[src/rtl/bus_arbiter_rr_if.sv]
// Signal bundle between the two cores / L2 controller and the round-robin bus arbiter.
// master = requester/L2 side, slave = arbiter side.
interface bus_arbiter_rr_if;
   logic req_core1;
   logic req_core2;
   logic flush_in1;
   logic flush_in2;
   logic l2_busy;
   logic grant_core1;
   logic grant_core2;
   logic stall_core1;
   logic stall_core2;
   logic sel_core;
   logic flush_out;
   logic last_owner;

   modport master (
      output req_core1, req_core2, flush_in1, flush_in2, l2_busy,
      input  grant_core1, grant_core2, stall_core1, stall_core2,
             sel_core, flush_out, last_owner
   );

   modport slave (
      input  req_core1, req_core2, flush_in1, flush_in2, l2_busy,
      output grant_core1, grant_core2, stall_core1, stall_core2,
             sel_core, flush_out, last_owner
   );
endinterface

[src/rtl/bus_arbiter_rr.sv]
// Two-core round-robin arbiter for the snoop bus / L2 port, flush requests take priority.
// Optional owner preemption after MAX_HOLD cycles is enabled by defining ARB_TIMEOUT_EN.
module bus_arbiter_rr #(
   parameter int unsigned MAX_HOLD = 16,
   parameter int unsigned CNT_W    = 8
) (
   input logic             clk,
   input logic             reset,
   bus_arbiter_rr_if.slave bus
);

   typedef enum logic [1:0] {
      IDLE  = 2'd0,
      OWN1  = 2'd1,
      OWN2  = 2'd2,
      DRAIN = 2'd3
   } state_t;

   state_t state;
   state_t state_nxt;

   logic grant1_q;
   logic grant2_q;
   logic sel_q;
   logic flush_q;
   logic last_q;

   logic any_req;
   logic win_core;
   logic win_flush;
   logic take;
   logic preempt1;
   logic preempt2;

   // Winner if a grant were issued this cycle: 0 = core1, 1 = core2
   always_comb begin
      any_req  = bus.req_core1 | bus.req_core2;
      win_core = bus.req_core2;
      if (bus.req_core1 && bus.req_core2) begin
         if (bus.flush_in1 != bus.flush_in2) begin
            win_core = bus.flush_in2;
         end else begin
            win_core = ~last_q;
         end
      end
      win_flush = win_core ? bus.flush_in2 : bus.flush_in1;
   end

   // The DRAIN exit cycle arbitrates like IDLE so a deferred request is granted
   // one cycle after l2_busy falls.
   always_comb begin
      state_nxt = state;
      take      = 1'b0;
      case (state)
         IDLE: begin
            take = any_req;
         end
         OWN1: begin
            if (!bus.req_core1 || preempt1) begin
               state_nxt = bus.l2_busy ? DRAIN : IDLE;
            end
         end
         OWN2: begin
            if (!bus.req_core2 || preempt2) begin
               state_nxt = bus.l2_busy ? DRAIN : IDLE;
            end
         end
         DRAIN: begin
            if (!bus.l2_busy) begin
               take      = any_req;
               state_nxt = IDLE;
            end
         end
         default: begin
            state_nxt = IDLE;
         end
      endcase
      if (take) begin
         state_nxt = win_core ? OWN2 : OWN1;
      end
   end

   always_ff @(posedge clk or posedge reset) begin
      if (reset) begin
         state    <= IDLE;
         grant1_q <= 1'b0;
         grant2_q <= 1'b0;
         sel_q    <= 1'b0;
         flush_q  <= 1'b0;
         last_q   <= 1'b1;
      end else begin
         state    <= state_nxt;
         grant1_q <= (state_nxt == OWN1);
         grant2_q <= (state_nxt == OWN2);
         flush_q  <= take & win_flush;
         if (take) begin
            sel_q  <= win_core;
            last_q <= win_core;
         end
      end
   end

`ifdef ARB_TIMEOUT_EN
   logic [CNT_W-1:0] hold_cnt;
   logic [CNT_W-1:0] wait_cnt1;
   logic [CNT_W-1:0] wait_cnt2;
   logic             hold_max;

   function automatic logic [CNT_W-1:0] sat_inc(input logic [CNT_W-1:0] v);
      return (&v) ? v : v + 1'b1;
   endfunction

   // hold_cnt is the number of owned cycles already completed in this ownership
   assign hold_max = (hold_cnt >= CNT_W'(MAX_HOLD - 1));
   assign preempt1 = hold_max & bus.req_core2;
   assign preempt2 = hold_max & bus.req_core1;

   always_ff @(posedge clk or posedge reset) begin
      if (reset) begin
         hold_cnt  <= '0;
         wait_cnt1 <= '0;
         wait_cnt2 <= '0;
      end else begin
         if ((state == OWN1 || state == OWN2) && state_nxt == state) begin
            hold_cnt <= sat_inc(hold_cnt);
         end else begin
            hold_cnt <= '0;
         end
         if (bus.stall_core1) begin
            wait_cnt1 <= sat_inc(wait_cnt1);
         end
         if (bus.stall_core2) begin
            wait_cnt2 <= sat_inc(wait_cnt2);
         end
      end
   end
`else
   assign preempt1 = 1'b0;
   assign preempt2 = 1'b0;
`endif

   assign bus.grant_core1 = grant1_q;
   assign bus.grant_core2 = grant2_q;
   assign bus.sel_core    = sel_q;
   assign bus.flush_out   = flush_q;
   assign bus.last_owner  = last_q;
   assign bus.stall_core1 = bus.req_core1 & ~grant1_q;
   assign bus.stall_core2 = bus.req_core2 & ~grant2_q;

   grant_excl: assert property (@(posedge clk) disable iff (reset)
      !(grant1_q && grant2_q));

   param_range: assert property (@(posedge clk)
      (MAX_HOLD >= 2) && (MAX_HOLD <= 255) && ((CNT_W >= 8) || (MAX_HOLD < (32'd1 << CNT_W))));

endmodule

[src/flat_wrapper.sv]
// flat-port wrapper written by rule: the top's interface ports become plain ports
module bus_arbiter_rr_flat 
#(
   parameter int unsigned MAX_HOLD = 16,
   parameter int unsigned CNT_W    = 8
)
  (clk, reset, bus_req_core1, bus_req_core2, bus_flush_in1, bus_flush_in2, bus_l2_busy, bus_grant_core1, bus_grant_core2, bus_stall_core1, bus_stall_core2, bus_sel_core, bus_flush_out, bus_last_owner);
  bus_arbiter_rr_if bus_i ();
  input logic clk;
  input logic reset;
  input wire logic [$bits(bus_i.req_core1)-1:0] bus_req_core1;
  input wire logic [$bits(bus_i.req_core2)-1:0] bus_req_core2;
  input wire logic [$bits(bus_i.flush_in1)-1:0] bus_flush_in1;
  input wire logic [$bits(bus_i.flush_in2)-1:0] bus_flush_in2;
  input wire logic [$bits(bus_i.l2_busy)-1:0] bus_l2_busy;
  output wire logic [$bits(bus_i.grant_core1)-1:0] bus_grant_core1;
  output wire logic [$bits(bus_i.grant_core2)-1:0] bus_grant_core2;
  output wire logic [$bits(bus_i.stall_core1)-1:0] bus_stall_core1;
  output wire logic [$bits(bus_i.stall_core2)-1:0] bus_stall_core2;
  output wire logic [$bits(bus_i.sel_core)-1:0] bus_sel_core;
  output wire logic [$bits(bus_i.flush_out)-1:0] bus_flush_out;
  output wire logic [$bits(bus_i.last_owner)-1:0] bus_last_owner;
  assign bus_i.req_core1 = bus_req_core1;
  assign bus_i.req_core2 = bus_req_core2;
  assign bus_i.flush_in1 = bus_flush_in1;
  assign bus_i.flush_in2 = bus_flush_in2;
  assign bus_i.l2_busy = bus_l2_busy;
  assign bus_grant_core1 = bus_i.grant_core1;
  assign bus_grant_core2 = bus_i.grant_core2;
  assign bus_stall_core1 = bus_i.stall_core1;
  assign bus_stall_core2 = bus_i.stall_core2;
  assign bus_sel_core = bus_i.sel_core;
  assign bus_flush_out = bus_i.flush_out;
  assign bus_last_owner = bus_i.last_owner;
  bus_arbiter_rr #(.MAX_HOLD(MAX_HOLD), .CNT_W(CNT_W)) u_core (.clk(clk), .reset(reset), .bus(bus_i));
endmodule
[config.mk]
export PLATFORM = sky130hd
export DESIGN_NAME = bus_arbiter_rr_flat
export DESIGN_NICKNAME = d
export VERILOG_FILES = /design/src/rtl/bus_arbiter_rr_if.sv /design/src/rtl/bus_arbiter_rr.sv /design/src/flat_wrapper.sv
export SDC_FILE = /design/constraint.sdc
export NUM_CORES = 1
export LEC_CHECK = 0
export CAP_MARGIN = 20
export CORE_AREA = 2 2 39 41
export DETAILED_ROUTE_END_ITERATION = 8
export DIE_AREA = 0 0 41 43
export PLACE_DENSITY = 0.62
export SLEW_MARGIN = 20
export SYNTH_ARGS = -nofsm -noshare
export SYNTH_HDL_FRONTEND = slang
export SYNTH_SLANG_ARGS = --single-unit
[constraint.sdc]
create_clock -name clk -period 1.98 [get_ports clk]
set_input_delay 0.396 -clock clk [delete_from_list [all_inputs] [get_ports clk]]
set_output_delay 0.396 -clock clk [all_outputs]
set_load 0.01 [all_outputs]
==> run metrics <==
status=finished clean; detailed-route via count=389; Setup Skew=0.00623 ns; Max-slew headroom=0.826; aggregate global-route resource usage=0.117; Hold Fails Final Rpt=0; min Tclk post-route=1.92 ns; XOR/XNOR Fraction of Synth Area=0; switching power=330 uW; final wirelength=891 um; Worst Path Buf+Inv=2; cell family with most CP delay=buffers and inverters; critical path fanouts, max=2; worst setup margin=0.0606 ns; DRC violations left=0; Post-Syn Nets=58; unrepaired setup endpoints after global routing=no; post-synth top area cell=dfrtp_1; crit share post-route=0.969; Placer Congestion=0.767; Post-Synth Simple-Gate Area=0.161; yosys warns=0; post-route setup TNS=0 ns; commonest non-fill, non-tap cells in the layout=12 x clkdlybuf4s50_1, 6 x dfrtp_1, 5 x inv_1, 5 x ha_1; kind of critical path=input port to output port; Die X=41 um; CP endpoint kind=output port; nets=79; top-area cell type share of the netlist area=0.340; GRT overflow=0; Max clock buf depth=2; CTS sink count=7; LEAKAGE=0.000318 uW; worst path arrival time=1.52 ns; Worst VDD drop=0.527 mV; num rows=14; Max Clock Freq=521 MHz; Clk pwr share=0.145; CTS Buf Count=3; Post-Syn Instances=46; clk_lat worst skew=0.25 ns; Die Ht=43 um; dpl hpwl=738 um; type of the tightest min-delay check=input port to async pin; Worst Max-Slew Pin Slew=0.260 ns; Vias/cell=4.74; die area=0.00176 mm^2; critical path, cell by cell=clkdlybuf4s50_1, nor2b_1, clkdlybuf4s50_1; met3 Track Usage GR=0.0314; initial core utilization=0.319; Pwr Density=1360 mW/mm^2; internal cell power=547 uW; Place WS=0.0156 ns; largest family of logic cells by synthesized area=compound AO/OA/AOI/OAI gates; most frequent CP cell=clkdlybuf4s50_1; placed cells=78; CTS tree=built; Seq pwr share=0.302; # H-tree levels=1; combinational share of power=0.553; commonest non-fill, non-tap cell in the layout=clkdlybuf4s50_1; grt met1 use=0.151; Top Ports=14; first-pass GRT wire length=1440 um; CP max-delay cell=clkdlybuf4s50_1; n_diodes=0; sequential cell area fraction in the yosys report=0.399; post-synthesis compound-gate area fraction=0.255; layout cell share with drive strength beyond 1=0.167; Final ANT Viol Nets=0; largest cells by area after synthesis=dfrtp_1 34%, ha_1 14%, dfstp_2 5.9%; CORE AREA=0.00138 mm^2; FILL cells=148; Synth-to-Final Area Change=45.9%; max-slew violations=0; sw frac=0.377; MaxCap Viol Count=0; largest net degree at the start of global routing=8; clock-pin slew of the registers on the worst-case setup and hold paths=0.06 ns; GRT Max-Usage Layer=met2; Post-Syn Area=442 um^2; met2 layer usage reported by global route=0.181; Yosys reg bits=7; # setup viols final=0; wire length per cell=10.9 um; vias in the first global route=353; CTS root buf=clkbuf_4; DRT Pass-1 Iters=4; Adder-Cell Fraction of Synth Area=0.142; cts repair resizes=0; critical path required time=1.58 ns; buffer count from post-CTS setup fixing=0; IO buf count=13; Post-CTS Hold Buffers=0; Mean Syn Cell Area=9.60 um^2; startpoint types=input port; Netlist cell types=21; mux cell area share after synthesis=0; Total Power=877 uW; initial antenna violation count=0; 1st-iter DRT viols=5; Worst path max stage delay=0.53 ns; Post-Layout Cell Count=82
==> stage by stage <==
step,util,hold WS [ns],area [um^2]
after floorplan,-,0.199,442
after global placement,0.444,0.468,614
after detailed placement,0.444,0.483,614
after CTS,0.464,0.368,642
after global routing,0.466,0.391,644
final,0.466,0.367,644
==> power by group through the flow <==
stage / Sequential, uW / Clock [uW] / Combinational (uW)
3_5_place_dp: 268 / 0 / 489
3_3_place_gp: 264 / 0 / 481
4_1_cts: 265 / 132 / 492
2_1_floorplan: 279 / 0 / 282
5_1_grt: 276 / 142 / 540
6_report: 265 / 127 / 485
==> path summary, 6_finish.rpt <==
path                                          start                endpoint  slack (ns)  depth (start not counted)
worst min register to register  u_core.bus.sel_core     u_core.bus.sel_core        0.49                          1
worst max-delay path                  bus_req_core1         bus_stall_core1        0.06                          3
worst max register to register      u_core.state[1]  u_core.bus.grant_core1        0.33                          6
worst min-delay path                          reset     u_core.bus.sel_core        0.37                          2
max in group asynchronous                     reset   u_core.bus.last_owner        1.34                          2
min in group clk                u_core.bus.sel_core     u_core.bus.sel_core        0.49                          1
==> registers in the layout (all words and copies together) (netlist names) <==
signal / flops
u_core.bus.flush_out: 1
u_core.bus.grant_core2: 1
u_core.bus.sel_core: 1
u_core.bus.last_owner: 1
u_core.state: 2
u_core.bus.grant_core1: 1
==> layout make-up <==
| type | instances | area, um^2 | share of cell area |
|---|---|---|---|
| clock inverter | 1 | 5.00 | 0.00777 |
| clock buffer | 3 | 22.5 | 0.0350 |
| tap | 16 | 20.0 | 0.0311 |
| timing repair buffer | 16 | 155 | 0.241 |
| inverter | 5 | 18.8 | 0.0291 |
| multi-input combinational | 34 | 246 | 0.383 |
| sequential | 7 | 176 | 0.274 |
==> logic make-up after synthesis <==
group / count (synthesis)
simple gates: 13
fa+ha+maj: 5
flops: 7
buf+inv: 5
compound gates: 16
==> worst register-to-register path: stages (launching register included) <==
cell and delay (ns):
dfrtp_1 0.42, inv_1 0.11, ha_1 0.21, or2b_1 0.16, a21oi_2 0.06, or4b_1 0.46, a21oi_1 0.15
==> routing by layer <==
metal,vias to the layer above,part of all wire
met5,-,0
met4,0,0
met3,0,0.046
met2,9,0.49
met1,179,0.46
li1,201,-
==> cells in the mapped netlist (all sizes together) <==
library cell  number
a21o               2
o221a              1
nor2b              2
ha                 5
nand2              3
dfstp              1
or2b               1
nand2b             2
a211oi             1
inv                5
or4b               1
a22oi              2
a21oi              5
dfrtp              6
o21bai             2
a41o               1
o21ai              2
nor2               4
Note: power is estimated with default switching activity, not from simulation.
==> variant: new RTL, config.mk and constraints unchanged <==
The 4 states of `state_t` get a one-hot encoding in 4 bits.
--- a/src/rtl/bus_arbiter_rr.sv
+++ b/src/rtl/bus_arbiter_rr.sv
@@ -9,11 +9,11 @@
    bus_arbiter_rr_if.slave bus
 );
 
-   typedef enum logic [1:0] {
-      IDLE  = 2'd0,
-      OWN1  = 2'd1,
-      OWN2  = 2'd2,
-      DRAIN = 2'd3
+   typedef enum logic [3:0] {
+      IDLE  = 4'b0001,
+      OWN1  = 4'b0010,
+      OWN2  = 4'b0100,
+      DRAIN = 4'b1000
    } state_t;
 
    state_t state;
Check against the original RTL: no difference found for any inputs over 10 cycles, from zero or initial values and one cycle with reset high; not proved beyond that.
==> variant against the unedited design <==
Largest power group unchanged. Sequential power is 36% higher. Area after synthesis rose by 8.8%. Clock skew fell by 0.0024 ns. Highest routed layer is now met4. Sequential cell count up 2. Design area increased by 6.2%. Critical path type is now reg2out. Critical path depth shrank 2. Wire length up 14%. Clock power grew 10%. Setup slack better by 0.20 ns. Total power increased by 4.5%.
==> variant: results <==
[status]
status = "finished, final reports clean"

[critical_path]
reg2reg_slack_ns = 0.51
data_arrival_time_of_the_worst_path_ns = 1.33
critPathLaunch = "u_core.bus.last_owner"
critical_path.reg2reg.endpoint = "u_core.state[2]"
critical-path-slowest-cell = "sky130_fd_sc_hd__dfstp_2"
timing.rr.start = "u_core.state[0]"
crit_family = "flip-flops"
path_max_fanout = 3

[placement]
place.gp.congestion = 0.717
detailed_place_hpwl_microns = 750
dp_cells = 83

[sta]
fin_hold_ws_ns = 0.400
clock_skew_ns = 0.00386
worst_max_slew_pin_slew_ns = 0.411

[global_route]
global_route_usage_sum_pct = 15.0
grt_pass1_wl_microns = 1770
vias_in_the_first_global_route = 445
grt_max_degree = 10

[routing]
initialDrtViolationCount = 4
vias_per_cell = 5.13
routed_wire_length_per_instance_microns = 11.6

[power_and_ir_drop]
maximum_resistive_drop_on_vdd_mv = 0.531

[cells_and_area]
largest_register_ffs = 4

[yosys]
yosysSeqAreaShare_pct = 47.4
post_synth_xor_area_fraction_pct = 1.82
yosys-top-cells-area = "sky130_fd_sc_hd__dfrtp_1, sky130_fd_sc_hd__dfstp_2, sky130_fd_sc_hd__o21ai_0"
==> variant: worst max path at each step <==
stage | end | slack, ns | cells after the start
after floorplan | u_core.bus.grant_core1 | 0.72 | 4
after global placement | bus_stall_core1 | 0.005 | 3
after detailed placement | bus_stall_core2 | 0.02 | 4
after CTS | bus_stall_core1 | 0.007 | 3
after global routing | bus_last_owner | 0.23 | 1
final | bus_last_owner | 0.26 | 1
==> variant: power by group <==
part	total (uW)	switching [uW]	internal (uW)
clock network	140	62.6	77.6
logic	415	186	228
registers	361	84.4	277
==> variant: kinds of logic (layout without fill, tap and decap cells) <==
logic type	count (synthesis)	count (layout)
xor+xnor	1	1
flops	9	9
buf+inv	2	22
simple gates	22	22
compound gates	17	17
==> variant: final cells by class <==
| cell class | instances | area (sq um) |
|---|---|---|
| Fill cell | 127 | 699 |
| Clock buffer | 4 | 26.3 |
| Tap cell | 16 | 20.0 |
| Sequential cell | 9 | 228 |
| Timing Repair Buffer | 16 | 158 |
| Inverter | 2 | 7.51 |
| Multi-Input combinational cell | 40 | 245 |
==> variant: timing repair <==
| item | 4_1_cts | 5_1_grt |
|---|---|---|
| setup endpoints to repair | 0 | 2 |
| endpoints found under the hold margin | 0 | 0 |
| resized for setup | 0 | 2 |
==> variant: per-layer routing <==
| layer | track usage, % | part of all wire, % | vias up |
|---|---|---|---|
| li1 | - | - | 224 |
| met1 | 21.2 | 51 | 205 |
| met2 | 19.7 | 43 | 15 |
| met3 | 3.14 | 5.5 | 2 |
| met4 | 10.0 | 0.99 | 0 |
| met5 | 0 | 0 | - |
==> variant: metrics by stage <==
step,setup slack (ns),power [uW]
floorplan,0.720,603
global placement,0.00532,779
detailed placement,0.0165,781
CTS,0.00663,928
global route,0.228,996
finish,0.256,916
